**src/rtl/reorder_pkg.sv**
```systemverilog
// -----------------------------------------------------------------------------
// reorder_pkg
// Shared types for the reorder result streamer.
//   IDX_W           width of an image index / image count
//   CHK_W           width of the optional output checksum
//   stream_state_t  streamer FSM states
//   result_entry_t  one FIFO entry: output sequence position + image index
// -----------------------------------------------------------------------------
package reorder_pkg;

   localparam int IDX_W = 9;
   localparam int CHK_W = 16;

   typedef enum logic [1:0] {
      S_IDLE    = 2'd0,
      S_COLLECT = 2'd1,
      S_DRAIN   = 2'd2,
      S_DONE    = 2'd3
   } stream_state_t;

   typedef struct packed {
      logic [IDX_W-1:0] seq;
      logic [IDX_W-1:0] idx;
   } result_entry_t;

   // States in which the reorder engine may hand us new indices.
   function automatic logic accepts_push(input stream_state_t s);
      return (s == S_COLLECT) || (s == S_DRAIN);
   endfunction

endpackage

```
**src/rtl/result_fifo.sv**
```systemverilog
// -----------------------------------------------------------------------------
// result_fifo
// Synchronous FIFO of result_entry_t. The head entry is read straight out of
// the storage registers, so a pushed entry becomes visible one cycle after the
// push (no same-cycle fall-through).
// Ports:
//   clk, reset   clock, asynchronous active-low reset (pointers only)
//   push         write wr_data; honoured when not full, or full with a pop
//   pop          drop the head entry; ignored when empty
//   wr_data      entry to write
//   rd_data      head entry (meaningful only when !empty)
//   full, empty  occupancy flags
// -----------------------------------------------------------------------------
module result_fifo
   import reorder_pkg::*;
#(
   parameter int DEPTH = 16
) (
   input  logic          clk,
   input  logic          reset,
   input  logic          push,
   input  logic          pop,
   input  result_entry_t wr_data,
   output result_entry_t rd_data,
   output logic          full,
   output logic          empty
);

   localparam int AW = $clog2(DEPTH);

   // One extra pointer bit distinguishes full from empty; wrap is normal.
   typedef logic [AW:0] ptr_t;

   result_entry_t mem [DEPTH];
   ptr_t          wr_ptr;
   ptr_t          rd_ptr;
   logic          do_push;
   logic          do_pop;

   assign empty   = (wr_ptr == rd_ptr);
   assign full    = (wr_ptr[AW] != rd_ptr[AW]) &&
                    (wr_ptr[AW-1:0] == rd_ptr[AW-1:0]);
   assign do_pop  = pop && !empty;
   // When full, the slot being written is the one being popped this cycle.
   assign do_push = push && (!full || do_pop);
   assign rd_data = mem[rd_ptr[AW-1:0]];

   always_ff @(posedge clk or negedge reset) begin
      if (!reset) begin
         wr_ptr <= '0;
         rd_ptr <= '0;
      end else begin
         if (do_push) wr_ptr <= wr_ptr + ptr_t'(1);
         if (do_pop)  rd_ptr <= rd_ptr + ptr_t'(1);
      end
   end

   always_ff @(posedge clk) begin
      if (do_push) mem[wr_ptr[AW-1:0]] <= wr_data;
   end

endmodule

```
**src/rtl/reorder_result_streamer.sv**
```systemverilog
// -----------------------------------------------------------------------------
// reorder_result_streamer
// Captures reference indices produced by the reorder engine into a FIFO and
// streams them to the host tagged with their output position, flagging the
// last expected entry.
//
// Optional feature: define STREAM_CHECKSUM_EN to build a 16-bit running sum of
// accepted out_index values; otherwise checksum is tied to zero.
//
// Ports:
//   clk                    system clock
//   reset                  asynchronous active-low reset
//   start                  1-cycle pulse, arms a stream (ignored unless idle)
//   num_images             expected entry count, sampled on start
//   new_reference_is_done  1-cycle pulse qualifying temp_new_reference
//   temp_new_reference     image index chosen by the reorder engine
//   finish_reordering      engine has finished producing
//   out_valid/out_ready    host stream handshake
//   out_index, out_seq     reordered index and its 0-based position
//   out_last               entry is position num_images-1
//   busy                   streamer not idle
//   stream_done            1-cycle pulse once the stream has fully drained
//   err                    sticky: overflow, excess entries or short stream
//   checksum               running sum of accepted indices (see above)
//   dbg_state              current FSM state
// -----------------------------------------------------------------------------
module reorder_result_streamer
   import reorder_pkg::*;
#(
   parameter int FIFO_DEPTH = 16
) (
   input  logic             clk,
   input  logic             reset,
   input  logic             start,
   input  logic [IDX_W-1:0] num_images,
   input  logic             new_reference_is_done,
   input  logic [IDX_W-1:0] temp_new_reference,
   input  logic             finish_reordering,
   output logic             out_valid,
   input  logic             out_ready,
   output logic [IDX_W-1:0] out_index,
   output logic [IDX_W-1:0] out_seq,
   output logic             out_last,
   output logic             busy,
   output logic             stream_done,
   output logic             err,
   output logic [CHK_W-1:0] checksum,
   output stream_state_t    dbg_state
);

   stream_state_t    state;
   stream_state_t    state_nxt;
   logic [IDX_W-1:0] num_lat;
   logic [IDX_W-1:0] wr_cnt;
   logic [IDX_W-1:0] wr_cnt_nxt;
   logic             err_q;

   logic             push_win;
   logic             room;
   logic             push;
   logic             pop;
   logic             push_err;
   logic             short_err;
   logic             start_ok;

   result_entry_t    push_entry;
   result_entry_t    fifo_head;
   logic             fifo_full;
   logic             fifo_empty;

   // Handshake: out_valid rises when the FIFO holds an entry and stays high
   // until the host takes it (out_valid & out_ready); the payload is the FIFO
   // head and cannot change while it waits. Each acceptance pops exactly one
   // entry and the next one, if present, is offered in the following cycle.
   assign out_valid = !fifo_empty;
   assign pop       = out_valid && out_ready;

   assign start_ok  = (state == S_IDLE) && start;
   assign push_win  = accepts_push(state) && new_reference_is_done;
   // wr_cnt saturates at num_lat, so the sequence tag never wraps.
   assign room      = (wr_cnt < num_lat);
   assign push      = push_win && room && (!fifo_full || pop);
   assign push_err  = push_win && !push;
   assign wr_cnt_nxt = wr_cnt + IDX_W'(push);
   // Engine finished before delivering num_images entries.
   assign short_err = (state == S_COLLECT) && finish_reordering &&
                      (wr_cnt_nxt < num_lat);

   assign push_entry.seq = wr_cnt;
   assign push_entry.idx = temp_new_reference;

   result_fifo #(
      .DEPTH (FIFO_DEPTH)
   ) u_fifo (
      .clk     (clk),
      .reset   (reset),
      .push    (push),
      .pop     (pop),
      .wr_data (push_entry),
      .rd_data (fifo_head),
      .full    (fifo_full),
      .empty   (fifo_empty)
   );

   always_comb begin
      state_nxt = state;
      case (state)
         S_IDLE: begin
            if (start) state_nxt = (num_images == '0) ? S_DONE : S_COLLECT;
         end
         S_COLLECT: begin
            if (finish_reordering) state_nxt = S_DRAIN;
         end
         S_DRAIN: begin
            if (fifo_empty && !push) state_nxt = S_DONE;
         end
         S_DONE: begin
            state_nxt = S_IDLE;
         end
         default: state_nxt = S_IDLE;
      endcase
   end

   always_ff @(posedge clk or negedge reset) begin
      if (!reset) begin
         state   <= S_IDLE;
         num_lat <= '0;
         wr_cnt  <= '0;
         err_q   <= 1'b0;
      end else begin
         state <= state_nxt;
         if (start_ok) begin
            num_lat <= num_images;
            wr_cnt  <= '0;
            err_q   <= 1'b0;
         end else begin
            wr_cnt <= wr_cnt_nxt;
            if (push_err || short_err) err_q <= 1'b1;
         end
      end
   end

   // Payload is forced to zero while nothing is offered.
   assign out_index   = out_valid ? fifo_head.idx : '0;
   assign out_seq     = out_valid ? fifo_head.seq : '0;
   assign out_last    = out_valid && (fifo_head.seq == (num_lat - IDX_W'(1)));
   assign busy        = (state != S_IDLE);
   assign stream_done = (state == S_DONE);
   assign err         = err_q;
   assign dbg_state   = state;

`ifdef STREAM_CHECKSUM_EN
   logic [CHK_W-1:0] chk_q;

   // No pops happen after DONE, so the sum holds until the next start.
   always_ff @(posedge clk or negedge reset) begin
      if (!reset) begin
         chk_q <= '0;
      end else if (start_ok) begin
         chk_q <= '0;
      end else if (pop) begin
         chk_q <= chk_q + {{(CHK_W-IDX_W){1'b0}}, fifo_head.idx};
      end
   end

   assign checksum = chk_q;
`else
   assign checksum = '0;
`endif

endmodule
```
**config.mk**
```make
export PLATFORM = sky130hd
export DESIGN_NAME = reorder_result_streamer
export DESIGN_NICKNAME = d
export VERILOG_FILES = /design/src/rtl/reorder_pkg.sv /design/src/rtl/result_fifo.sv /design/src/rtl/reorder_result_streamer.sv
export SDC_FILE = /design/constraint.sdc
export NUM_CORES = 1
export LEC_CHECK = 0
export ABC_AREA = 0
export CAP_MARGIN = 10
export CORE_UTILIZATION = 30
export DETAILED_ROUTE_END_ITERATION = 10
export SYNTH_ARGS = -nofsm -noshare
export SYNTH_HDL_FRONTEND = slang
export SYNTH_SLANG_ARGS = --single-unit
```
**constraint.sdc**
```tcl
create_clock -name clk -period 5.6 [get_ports clk]
set_input_delay 1.12 -clock clk [delete_from_list [all_inputs] [get_ports clk]]
set_output_delay 1.12 -clock clk [all_outputs]
set_load 0.005 [all_outputs]
```
==> flow_metrics.py <==
metrics = {
    "run_status": {
        "status": "finished clean",
    },
    "sta": {
        "min_period_ns": 5.12,
        "period_share_pct": 91.4,
        "worst_pin_slew_ns": 0.760,
        "slew_headroom_pct": 49.4,
        "fmaxAchievable_mhz": 195,
        "finClkSkew_ns": 0.0181,
        "rsz0062_at_grt": "false",
        "tns_ns": 0,
        "maxSlewViolCount": 0,
        "hold_slack_ns": 0.495,
        "setup_viol": 0,
        "hold_viol_final": 0,
    },
    "yosys": {
        "ys_seq_area_share_pct": 69.9,
        "avgSynthCellArea_um2": 18.2,
        "synth.distinct_cells": 52,
        "synth_ff_type": "edfxtp_1",
        "yosys-top-cells-count": "288 x edfxtp_1, 74 x mux4_2, 33 x nand2_1",
        "synth.ff_latch_count": 319,
        "async_flop_share_pct": 9.72,
        "synth_top_area_share_pct": 64.2,
        "yosysMostFrequentCell": "edfxtp_1",
        "syn_inst": 740,
        "yosysTopAreaCell": "edfxtp_1",
        "synth_edf_count": 288,
        "synth_area_um2": 13500,
        "synth.area.top_cells": "edfxtp_1 64%, mux4_2 12%, dfrtp_1 5.8%",
        "yosys_warnings": 0,
    },
    "floorplan": {
        "pin_count": 65,
        "die-area_um2": 45800,
        "start_util_pct": 30.5,
        "dieHeight_um": 214,
        "rows": 77,
        "core_um2": 44200,
        "die_w_um": 214,
    },
    "clocking": {
        "hold_buffers": 0,
        "cts_buffers": 31,
        "cts_resized": 0,
        "cts-root-buf": "clkbuf_16",
        "cts_setup_buffers": 0,
        "clkTransAtPathRegs_ns": 0.06,
        "cts_tree": "done",
        "clock_path_buffers": 3,
        "insertion_delay_ns": 0.57,
        "clock-sinks": 319,
        "htreeDepth": 1,
    },
    "routing": {
        "drt_first_pass_iters": 5,
        "vias_per_cell": 4.76,
        "drc_errors": 0,
        "wl_per_cell_um": 20.9,
        "drtAntennaViolNets": 0,
        "vias": 6810,
        "drt_wl_total_mm": 29.9,
        "drtIter0Drc": 626,
    },
    "critical_path": {
        "crit_type": "flip-flop to primary output",
        "reg2reg_to": "err",
        "worstSetupEndpointType": "primary output",
        "critPathArrivalTime_ns": 4.00,
        "critPathLaunch": "u_fifo.rd_ptr[0]",
        "timing.rr.start": "wr_cnt[1]",
        "cp.required_ns": 4.48,
        "startpoint_type": "flip-flop",
        "critPathMaxFanout": 33,
        "r2r_cells": 15,
        "critical_path.endpoint": "out_last",
        "rrSetupSlack_ns": 1.39,
    },
    "cells_and_area": {
        "regArea_um2": 9430,
        "fillers": 4119,
        "nNetsFinal": 867,
        "num_antenna_cells": 0,
        "syn_to_final_growth_pct": 16.4,
        "drive_gt1_share_pct": 21.1,
        "multi_input_area_um2": 3760,
    },
    "global_routing": {
        "grt_pass1_wl_mm": 45.8,
        "grt.overflow.total": 0,
        "grt_max_degree": 45,
        "antenna_found_initial": 0,
        "busiest_layer": "met2",
        "use_met1_pct": 17.5,
        "grt_use_met2_pct": 22.8,
        "track_usage_pct": 13.2,
        "grt_pass1_vias": 7137,
        "grtUsageMet3_pct": 1.55,
    },
    "power_and_ir_drop": {
        "p_int_uw": 5410,
        "power.switching_uw": 2530,
        "swShare_pct": 31.9,
        "p_leak_uw": 0.00527,
        "combPwrFrac_pct": 33.7,
        "max-vdd-ir-drop_mv": 0.269,
        "pwr-share-clk_pct": 25.5,
        "power_density_nw_per_um2": 506,
        "seqPwrFrac_pct": 40.8,
    },
    "hold_path": {
        "hp-class": "flip-flop to flip-flop",
        "min_from": "u_fifo.rd_ptr[4]",
    },
    "run": {
        "max_cap_viol_count": 0,
    },
    "placement": {
        "gp_congestion": 0.772,
        "dp_hpwl_mm": 18.3,
        "io_buffer_count": 48,
    },
}
-- flip-flops by register name, summed over array words and instances, names as in the netlist --
signal / cells
u_fifo.mem: 288
num_lat: 9
wr_cnt: 9
u_fifo.rd_ptr: 5
u_fifo.wr_ptr: 5
dbg_state: 2
err: 1
-- layout by cell type (no fill, tap or decap), types with 3 or more instances in the layout --
master / n
a21oi_1: 6
mux2_2: 4
nand2_1: 33
nor2_2: 12
mux2i_1: 16
xnor2_1: 26
buf_4: 27
and2_1: 23
nor3_1: 8
clkinv_1: 8
mux4_2: 74
nand3_1: 9
edfxtp_1: 288
clkbuf_16: 31
inv_1: 18
a31oi_1: 4
and4_1: 3
clkinvlp_4: 3
a22oi_1: 5
clkdlybuf4s50_1: 48
nand4_1: 3
nor3_2: 4
a21o_1: 6
nor4_1: 3
conb_1: 16
o21ai_1: 5
a221oi_1: 4
clkinv_2: 4
nor2_1: 13
a211o_1: 3
ha_1: 29
nor2b_1: 5
o21ai_0: 16
clkbuf_1: 6
dfrtp_1: 29
nand2b_1: 5
xor2_1: 11
-- cell type report --
type	count	share of cell area, %
Clock buffer	39	5.27
Timing Repair Buffer	75	4.36
Clock inverter	19	1.08
Tap cell	592	4.72
Inverter	20	0.479
Sequential cell	319	60.1
Multi-Input combinational cell	367	24.0
-- worst max-delay path, cell delays in order (launching register included) --
cell and delay (ns):
dfrtp_4 0.85, buf_4 0.39, mux4_2 0.55, nor2_1 0.10, a221oi_1 0.08, xnor2_1 0.17
nor4_1 0.27, o2111ai_1 0.20, a211oi_2 0.27, clkdlybuf4s50_1 0.56
-- stage by stage --
stage	total power (uW)	area (um2)	util [%]	setup slack, ns	instances
finish	7940	15700	35.5	0.482	1431
global route	8360	15700	35.5	0.138	1431
CTS	8040	15700	35.5	0.377	1431
detailed placement	6010	14700	33.2	0.843	1373
global placement	5990	14700	33.2	0.880	1373
floorplan	4990	13500	-	1.75	755
-- worst min path at each step --
| stage | cells after the start | to | slack [ns] |
|---|---|---|---|
| after floorplan | 1 | u_fifo.rd_ptr[4] | 0.47 |
| after global placement | 1 | u_fifo.rd_ptr[4] | 0.49 |
| after detailed placement | 1 | u_fifo.wr_ptr[4] | 0.49 |
| after CTS | 1 | u_fifo.rd_ptr[4] | 0.50 |
| after global routing | 1 | u_fifo.rd_ptr[4] | 0.51 |
| final | 1 | u_fifo.rd_ptr[4] | 0.49 |
-- power groups by stage --
stage / Combinational [uW] / Sequential, uW / Clock (uW)
floorplan: 1970 / 3030 / 0
finish: 2670 / 3240 / 2030
global route: 2900 / 3290 / 2160
global placement: 2700 / 3300 / 0
detailed placement: 2710 / 3300 / 0
CTS: 2730 / 3250 / 2060
-- cell families (layout without fill, tap and decap cells) --
family,after synthesis,after routing,share of synthesized area (%)
xor gates and xnor gates,37,37,2.41
muxes,95,95,14.0
buffers and inverters,69,153,2.93
other,1,16,0.0278
and+or+nand+nor,126,126,4.67
adders and majority gates,29,29,2.69
DFF,319,319,69.9
AOI/OAI and AO/OA,64,64,3.32
-- metal layers --
metal  part of all wire (%)  wire, um  vias to the layer above
met2                     51     15300                      153
met4                    2.0       588                        0
li1                       -         -                     3035
met3                    3.6      1070                       40
met5                      0         0                        -
met1                     43     12900                     3582
Power figures use the tool's default switching activity.
